[src/rtl/scan_sequencer_pkg.sv]
`default_nettype none
// ============================================================================
// scan_pkg : channel-count constants and FSM state encoding for scan_sequencer
// Rev 1.0
// ============================================================================
package scan_pkg;

  localparam int SEL_W = 3;
  localparam int NCHAN = 2 ** SEL_W;

  typedef enum logic [1:0] {
    IDLE   = 2'd0,
    ACTIVE = 2'd1,
    BLANK  = 2'd2
  } state_e;

endpackage
`default_nettype wire

[src/rtl/scan_sequencer_next_chan_finder.sv]
`default_nettype none
// ============================================================================
// next_chan_finder : lowest set mask bit above cur, plus lowest set bit overall
// Rev 1.0
// ============================================================================
module next_chan_finder
  import scan_pkg::*;
(
  input  logic [NCHAN-1:0] mask,
  input  logic [SEL_W-1:0] cur,
  output logic [SEL_W-1:0] nxt,
  output logic             wrap,
  output logic [SEL_W-1:0] first
);

  // Scanning downward lets the last hit win, which is the lowest qualifying bit.
  always_comb begin
    nxt   = '0;
    wrap  = 1'b1;
    first = '0;
    for (int i = NCHAN - 1; i >= 0; i--) begin
      if (mask[i]) begin
        first = SEL_W'(i);
        if (i > int'(cur)) begin
          nxt  = SEL_W'(i);
          wrap = 1'b0;
        end
      end
    end
  end

endmodule
`default_nettype wire

[src/rtl/scan_sequencer.sv]
`default_nettype none
// ============================================================================
// scan_sequencer : steps sel/en through enabled channels with dwell + blanking
// Rev 1.0
// ============================================================================
module scan_sequencer
  import scan_pkg::*;
#(
  parameter int DWELL_W = 16
) (
  input  logic               clk,
  input  logic               rst_n,
  input  logic               start,
  input  logic               stop,
  input  logic               continuous,
  input  logic [NCHAN-1:0]   chan_mask,
  input  logic [DWELL_W-1:0] dwell,
  output logic [SEL_W-1:0]   sel,
  output logic               en,
  output logic               busy,
  output logic               chan_strobe,
  output logic               sweep_done
);

  state_e             state_q, state_d;
  logic [DWELL_W-1:0] cnt_q, cnt_d;
  logic [DWELL_W-1:0] dwell_q, dwell_d;
  logic [NCHAN-1:0]   mask_q, mask_d;
  logic [SEL_W-1:0]   sel_q, sel_d;
  logic [SEL_W-1:0]   nxt_q, nxt_d;
  logic               wrap_q, wrap_d;
  logic               en_q, en_d;
  logic               busy_q, busy_d;
  logic               strobe_q, strobe_d;
  logic               done_q, done_d;

  logic [DWELL_W-1:0] dwell_eff;
  logic [NCHAN-1:0]   find_mask;
  logic [SEL_W-1:0]   find_nxt;
  logic [SEL_W-1:0]   find_first;
  logic               find_wrap;

  assign dwell_eff = (dwell == '0) ? DWELL_W'(1) : dwell;

  // While ACTIVE the finder looks ahead in the latched mask; otherwise it
  // finds the first channel of the live mask for a start or restart.
  assign find_mask = (state_q == ACTIVE) ? mask_q : chan_mask;

  next_chan_finder u_finder (
    .mask  (find_mask),
    .cur   (sel_q),
    .nxt   (find_nxt),
    .wrap  (find_wrap),
    .first (find_first)
  );

  always_comb begin
    state_d  = state_q;
    cnt_d    = cnt_q;
    dwell_d  = dwell_q;
    mask_d   = mask_q;
    sel_d    = sel_q;
    nxt_d    = nxt_q;
    wrap_d   = wrap_q;
    en_d     = 1'b0;
    strobe_d = 1'b0;
    done_d   = 1'b0;

    case (state_q)
      IDLE: begin
        if (start && !stop && (chan_mask != '0)) begin
          state_d  = ACTIVE;
          mask_d   = chan_mask;
          dwell_d  = dwell_eff;
          cnt_d    = dwell_eff;
          sel_d    = find_first;
          en_d     = 1'b1;
          strobe_d = 1'b1;
        end
      end

      ACTIVE: begin
        nxt_d  = find_nxt;
        wrap_d = find_wrap;
        if (stop) begin
          state_d = IDLE;
        end else if (cnt_q <= DWELL_W'(1)) begin
          state_d = BLANK;
          done_d  = find_wrap;
        end else begin
          cnt_d = cnt_q - DWELL_W'(1);
          en_d  = 1'b1;
        end
      end

      BLANK: begin
        if (stop) begin
          state_d = IDLE;
        end else if (!wrap_q) begin
          state_d  = ACTIVE;
          sel_d    = nxt_q;
          cnt_d    = dwell_q;
          en_d     = 1'b1;
          strobe_d = 1'b1;
        end else if (continuous && (chan_mask != '0)) begin
          state_d  = ACTIVE;
          mask_d   = chan_mask;
          dwell_d  = dwell_eff;
          cnt_d    = dwell_eff;
          sel_d    = find_first;
          en_d     = 1'b1;
          strobe_d = 1'b1;
        end else begin
          state_d = IDLE;
        end
      end

      default: state_d = IDLE;
    endcase

    busy_d = (state_d != IDLE);
  end

  always_ff @(posedge clk or negedge rst_n) begin
    if (!rst_n) begin
      state_q  <= IDLE;
      cnt_q    <= '0;
      dwell_q  <= '0;
      mask_q   <= '0;
      sel_q    <= '0;
      nxt_q    <= '0;
      wrap_q   <= 1'b0;
      en_q     <= 1'b0;
      busy_q   <= 1'b0;
      strobe_q <= 1'b0;
      done_q   <= 1'b0;
    end else begin
      state_q  <= state_d;
      cnt_q    <= cnt_d;
      dwell_q  <= dwell_d;
      mask_q   <= mask_d;
      sel_q    <= sel_d;
      nxt_q    <= nxt_d;
      wrap_q   <= wrap_d;
      en_q     <= en_d;
      busy_q   <= busy_d;
      strobe_q <= strobe_d;
      done_q   <= done_d;
    end
  end

  assign sel         = sel_q;
  assign en          = en_q;
  assign busy        = busy_q;
  assign chan_strobe = strobe_q;
  assign sweep_done  = done_q;

endmodule
`default_nettype wire

[config.mk]
export PLATFORM = sky130hd
export DESIGN_NAME = scan_sequencer
export DESIGN_NICKNAME = d
export VERILOG_FILES = /design/src/rtl/scan_sequencer_pkg.sv /design/src/rtl/scan_sequencer_next_chan_finder.sv /design/src/rtl/scan_sequencer.sv
export SDC_FILE = /design/constraint.sdc
export NUM_CORES = 1
export LEC_CHECK = 0
export CAP_MARGIN = 20
export CORE_UTILIZATION = 40
export DETAILED_ROUTE_END_ITERATION = 12
export PLACE_DENSITY_LB_ADDON = 0.25
export SYNTH_ARGS = -nofsm -noshare
export SYNTH_HDL_FRONTEND = slang
export SYNTH_HIERARCHICAL = 1
export SYNTH_SLANG_ARGS = --single-unit
export TNS_END_PERCENT = 20
[constraint.sdc]
create_clock -name clk -period 2.9 [get_ports clk]
set_clock_uncertainty 0.05 [all_clocks]
set_input_delay 0.29 -clock clk [delete_from_list [all_inputs] [get_ports clk]]
set_output_delay 0.29 -clock clk [all_outputs]
set_load 0.02 [all_outputs]
== Yosys cells after proc, flatten, opt, wreduce, memory -nomap -nowiden ==
Cells that the tools add are included.

* Add/sub/neg operators: 1
* Magnitude comparators: 8
* Equality and inequality tests: 9
* Mux-type cells: 76
* Reductions and logical operators: 13

{| class="wikitable"
|+ Operators by type and width
! cell !! number
|-
| 16-bit 2-to-1 mux || 9
|-
| 3-bit 2-to-1 mux || 26
|-
| 16-bit one-hot mux with 3 select lines || 1
|-
| 8-bit 2-to-1 mux || 5
|-
| 16-bit one-hot mux with 2 select lines || 1
|-
| 1-bit 2-to-1 mux || 26
|-
| 16-bit by 1-bit less-or-equal comparator with 1-bit output, second input constant || 1
|-
| 16-bit zero test || 1
|-
| 8-bit one-hot mux with 2 select lines || 1
|-
| 16-bit by 1-bit subtractor with 16-bit output, second input constant || 1
|-
| 3-bit greater-than comparator, first input constant || 4
|-
| 2-bit != test, second input constant || 6
|-
| 8-bit nonzero test || 1
|-
| 2-bit by 3-bit greater-than comparator with 1-bit output, first input constant || 2
|-
| 2-bit 2-to-1 mux || 3
|-
| 2-bit one-hot mux with 3 select lines || 1
|-
| 3-bit one-hot mux with 2 select lines || 1
|-
| 6-bit AND reduction || 1
|-
| 5-bit AND reduction || 1
|-
| 4-bit AND reduction || 1
|-
| 2-bit nonzero test || 2
|-
| 1-bit by 3-bit greater-than comparator with 1-bit output, first input constant || 1
|-
| 1-bit logical AND || 3
|-
| 3-bit != test, second input constant || 1
|-
| other kinds (7) || 7
|}

* Register bits after elaboration: 53
* Input bits: 29
* Output and inout port bits: 7
* Logic and storage cells: 118

== Longest topological paths before layout ==
* Depth in word-level cells: 18
* Mapped depth: 11
* Depth with buffers taken out: 9

== Modules after synthesis ==
Netlist, hierarchy kept.

{| class="wikitable"
|+ Modules (own cells, without submodules)
! module !! times used !! cells each !! area an instance (um2) !! sequential area each (um2)
|-
| scan_sequencer || 1 || 284 || 2,980.4 || 1,326.3
|-
| next_chan_finder || 1 || 40 || 220.2 || 0.0
|}

== Worst setup path after synthesis ==
Ideal clock, no wire load.

* Kind: reg-to-reg
* Start: reg state_q[1]
* End: reg sel_q[2] (netlist: sel[2])
* Arrival time: 2.471 ns
* Required time: 2.766 ns
* Slack: 0.295 ns
* Cell stages (with the launch flop): 10
* Path buffers: 2
* Period minus slack after synthesis: 2.605 ns
* Cells stage by stage: dfrtp_1 -> inv_1 -> ha_1 -> clkbuf_1 -> buf_1 -> mux2_2 -> or4_1 -> a31oi_1 -> mux2i_1 -> o21ai_0

{| class="wikitable"
|+ RTL lines
! element !! line !! source
|-
| start: declaration || scan_sequencer.sv:25 || <nowiki>state_e state_q, state_d;</nowiki>
|-
| start signal: assignment || scan_sequencer.sv:138 || <nowiki>state_q <= state_d;</nowiki>
|-
| 2-bit by 1-bit equality test with 1-bit output * || scan_sequencer.sv:47 || <nowiki>assign find_mask = (state_q == ACTIVE) ? mask_q : chan_mask;</nowiki>
|-
| 8-bit 2-to-1 mux * || scan_sequencer.sv:47 ||
|-
| via find_mask[1] || scan_sequencer.sv:38 || <nowiki>logic [NCHAN-1:0] find_mask;</nowiki>
|-
| 3-bit 2-to-1 mux * (2 in a row) || scan_sequencer_next_chan_finder.sv:22 || <nowiki>if (mask[i]) begin</nowiki>
|-
| via find_first[2] || scan_sequencer.sv:40 || <nowiki>logic [SEL_W-1:0] find_first;</nowiki>
|-
| 3-bit 2-to-1 mux || scan_sequencer.sv:105 || <nowiki>end else if (continuous && (chan_mask != '0)) begin</nowiki>
|-
| 3-bit 2-to-1 mux || scan_sequencer.sv:99 || <nowiki>end else if (!wrap_q) begin</nowiki>
|-
| 3-bit 2-to-1 mux || scan_sequencer.sv:97 || <nowiki>if (stop) begin</nowiki>
|-
| 3-bit one-hot mux with 2 select lines * || scan_sequencer.sv:69 || <nowiki>case (state_q)</nowiki>
|-
| end signal: assignment || scan_sequencer.sv:142 || <nowiki>sel_q <= sel_d;</nowiki>
|-
| end: declaration || scan_sequencer.sv:29 || <nowiki>logic [SEL_W-1:0] sel_q, sel_d;</nowiki>
|}

Mark *: on every way through the listed nets, which the timed path passes. The rest lies on a longest branch. The select of a mux whose other input is x is not followed.
A chain may end at the register's enable or synchronous reset.

== Final worst setup path ==
* Start: reg cnt_q[4]
* End: reg cnt_q[5]

* Word-level cells in the longest chain between the ends: 4

{| class="wikitable"
|+ Ends and longest elaborated chain
! element !! line !! source
|-
| start: declaration || scan_sequencer.sv:26 || <nowiki>logic [DWELL_W-1:0] cnt_q, cnt_d;</nowiki>
|-
| start signal: assignment || scan_sequencer.sv:139 || <nowiki>cnt_q <= cnt_d;</nowiki>
|-
| 16-bit by 1-bit subtractor with 16-bit output || scan_sequencer.sv:91 || <nowiki>cnt_d = cnt_q - DWELL_W'(1);</nowiki>
|-
| 16-bit 2-to-1 mux || scan_sequencer.sv:87 || <nowiki>end else if (cnt_q <= DWELL_W'(1)) begin</nowiki>
|-
| 16-bit 2-to-1 mux || scan_sequencer.sv:85 || <nowiki>if (stop) begin</nowiki>
|-
| 16-bit one-hot mux with 3 select lines || scan_sequencer.sv:69 ||
|}

Several ways; a longest one is shown, not always the timed one. The select of a mux whose other input is x is not followed.

==> reports/qor.csv <==
metric,value,unit
Post-Route Setup TNS,0,ns
CP Buf/Inv Count,1,
HPWL Detailed,5.99,mm
remaining antenna violation count,0,
post-layout instance area,3790,um2
Die W,91.5,um
Static Leak,1.57,nW
Layout Nets,399,
Rel. slew slack,64.9,%
vias per cell,5.68,
CTS tree,built,
"Distinct cells, synth",52,
slowest stage cell on the critical path,or4_1,
Synth-to-Final Area Change,18.3,%
layout cells sized above 1,17.3,%
final worst-path setup slack,0.419,ns
Sw Ratio,42.1,%
setup bufs post-CTS,0,
total die area,8360,um2
pre-CTS WS,0.382,ns
initial antenna violation count,0,
Clock transition at path regs,0.11,ns
Sequential Power Share,35.7,%
H-tree depth,2,
Comb pwr share,52.3,%
"non-filler cells, final",467,
number of global-route vias before repair,2553,
placed cell area,3680,um2
crit path max fanout,14,
WL final,8.02,mm
# DRC,0,
PnR Total Power,3.80,mW
starting density of the core,41.4,%
diode count,0,
Peak supply drop,0.000440,V
Initial DRT Pass Iterations,5,
max incr delay on CP,0.57,ns
core area,7730,um2
Synth async-reset ratio,100,%
setup violators final,0,
Startpoint Class,flop,
grt total ovfl,0,
Setup crit end kind,flop,
R2R Setup Slk,0.42,ns
Post-synth EDFFs,0,
RSZ-0062 raised after global routing,no,
critical path class,reg -> reg,
Final GP Congestion,0.845,
Final Hold Fails,0,
routed via count,2651,
Worst-Margin Slew,0.527,ns
clk_lat worst skew,0.31,ns
CP Cell Sequence,or4_1 -> nor4_4 -> a31o_4 -> or2_1 -> buf_4 -> o21ai_0,
cts repair resizes,0,
max frequency,403,MHz
ys flop type,dfrtp_1,
reg-to-reg endpoint,cnt_q[5],
Port Buffers,35,
syn avg cell area,9.88,um2
Cells after Synth,324,
I/O pin total,36,
Starting DRT DRC Count,251,
Yosys reg bits,53,
gr usage total,19.8,%
Mapped Nets,359,
internal power,2.20,mW
Synth warnings,6,
Avg WL per Cell,17.2,um
Hold Path Class,in -> async,
outcome,completed,
Clk network pwr share,12.0,%
dpl cells,458,
first-pass GRT wire length,13.1,mm
Die H,91.5,um
CTS root buf,clkbuf_8,
cell row count,32,
Final min period,2.48,ns
PwrDens,1000,nW/um2
WP data required,3.05,ns
Num CTS Buffers,5,
clock tree buffer depth,2,
Mapped Area,3200,um2
path depth of the worst reg2reg path,6,
crit path DAT,2.63,ns
# clock sinks,53,
largest net degree at the start of global routing,20,
sequential fraction of the synthesis area,41.4,%
Psw,1.60,mW
maxcap violations,0,
fin. max-slew vios,0,
reg2reg start,cnt_q[4],
crit-path leading delay family,simple AND/OR/NAND/NOR gates,
Final period util,85.5,%
## area by class of cell
| cell class | count | area (um2) |
|---|---|---|
| Inverter | 11 | 41.3 |
| Sequential cell | 53 | 1330 |
| Timing Repair Buffer | 49 | 453 |
| Tap cell | 102 | 128 |
| Clock inverter | 3 | 25.0 |
| Clock buffer | 5 | 68.8 |
| Fill cell | 733 | 3940 |
| Multi-Input combinational cell | 244 | 1750 |
## worst max path at each step
stage	endpoint	startpoint	cells past startpoint
after CTS	cnt_q[5]	cnt_q[4]	6
after detailed placement	cnt_q[9]	chan_mask[1]	7
after global placement	cnt_q[3]	chan_mask[1]	7
after floorplan	sel[2]	state_q[1]	9
after global routing	cnt_q[5]	cnt_q[4]	6
final	cnt_q[5]	cnt_q[4]	6
## routing by layer
layer / track usage, % / routed length, um / vias up
met2: 30.9 / 3710 / 66
met4: 5.03 / 87 / 0
met1: 28.5 / 3850 / 1267
li1: - / - / 1311
met3: 3.02 / 363 / 7
met5: 0 / 0 / -
## kinds of logic (layout without fill, tap and decap cells)
logic type / count (synthesis) / in the layout / share of synthesized area [%]
xor+xnor: 1 / 1 / 0.274
fa+ha+maj: 6 / 6 / 2.35
compound gates: 96 / 96 / 20.9
simple gates: 98 / 98 / 15.9
buf+inv: 27 / 68 / 4.03
flops: 53 / 53 / 41.4
mux: 43 / 43 / 15.1
## cells in the final DEF, fill, tap and decap left out, types with 4 or more instances in the layout
| master | Yosys | final |
|---|---|---|
| a21oi_1 | 15 | 15 |
| ha_1 | 6 | 6 |
| and2_1 | 4 | 4 |
| o21ai_0 | 24 | 24 |
| inv_1 | 10 | 10 |
| or4_1 | 6 | 6 |
| nor2b_1 | 6 | 6 |
| clkdlybuf4s50_1 | 0 | 34 |
| nor3_1 | 13 | 13 |
| a222oi_1 | 8 | 8 |
| o31ai_1 | 12 | 12 |
| mux2_2 | 35 | 35 |
| buf_4 | 1 | 13 |
| nor2_1 | 28 | 28 |
| dfrtp_1 | 53 | 53 |
| nand2_1 | 19 | 19 |
| a221oi_1 | 6 | 6 |
| a22o_1 | 9 | 9 |
| clkbuf_8 | 0 | 5 |
| nor4_1 | 7 | 7 |
| mux2i_1 | 6 | 6 |
## power groups by stage
stage	clock network, mW	logic (mW)	registers [mW]
2_1_floorplan	0	1.48	1.30
3_3_place_gp	0	1.95	1.36
3_5_place_dp	0	1.98	1.37
4_1_cts	0.464	1.98	1.35
5_1_grt	0.495	2.17	1.40
6_report	0.455	1.99	1.36
## per-stage QoR
| step | util [%] | hold slack (ns) |
|---|---|---|
| 2_1_floorplan | - | -0.0556 |
| 3_3_place_gp | 47.7 | 0.189 |
| 3_5_place_dp | 47.7 | 0.204 |
| 4_1_cts | 49.0 | 0.394 |
| 5_1_grt | 49.0 | 0.404 |
| 6_report | 49.0 | 0.372 |
## cells in the mapped netlist, types with 7 or more instances
| cell | instances | area share (%) |
|---|---|---|
| a22o_1 | 9 | 2.5 |
| inv_1 | 10 | 1.2 |
| nor3_1 | 13 | 2.0 |
| mux2_2 | 35 | 12 |
| dfrtp_1 | 53 | 41 |
| a21oi_1 | 15 | 2.3 |
| nor4_1 | 7 | 1.4 |
| o31ai_1 | 12 | 2.8 |
| a222oi_1 | 8 | 2.5 |
| nand2_1 | 19 | 2.2 |
| nor2_1 | 28 | 3.3 |
| clkbuf_1 | 8 | 0.94 |
| o21ai_0 | 24 | 3.8 |
## repair_timing
action	4_1_cts	5_1_grt
hold buffers	1	0
endpoints found under the setup margin	0	0
endpoints found under the hold margin	16	0
## sequential cells by signal, summed over array words and instances (netlist names)
| name | cells |
|---|---|
| sel | 3 |
| nxt_q | 3 |
| chan_strobe | 1 |
| wrap_q | 1 |
| cnt_q | 16 |
| dwell_q | 16 |
| state_q | 2 |
| en | 1 |
| mask_q | 8 |
| sweep_done | 1 |
| busy | 1 |
Note: power is estimated with default switching activity, not from simulation.
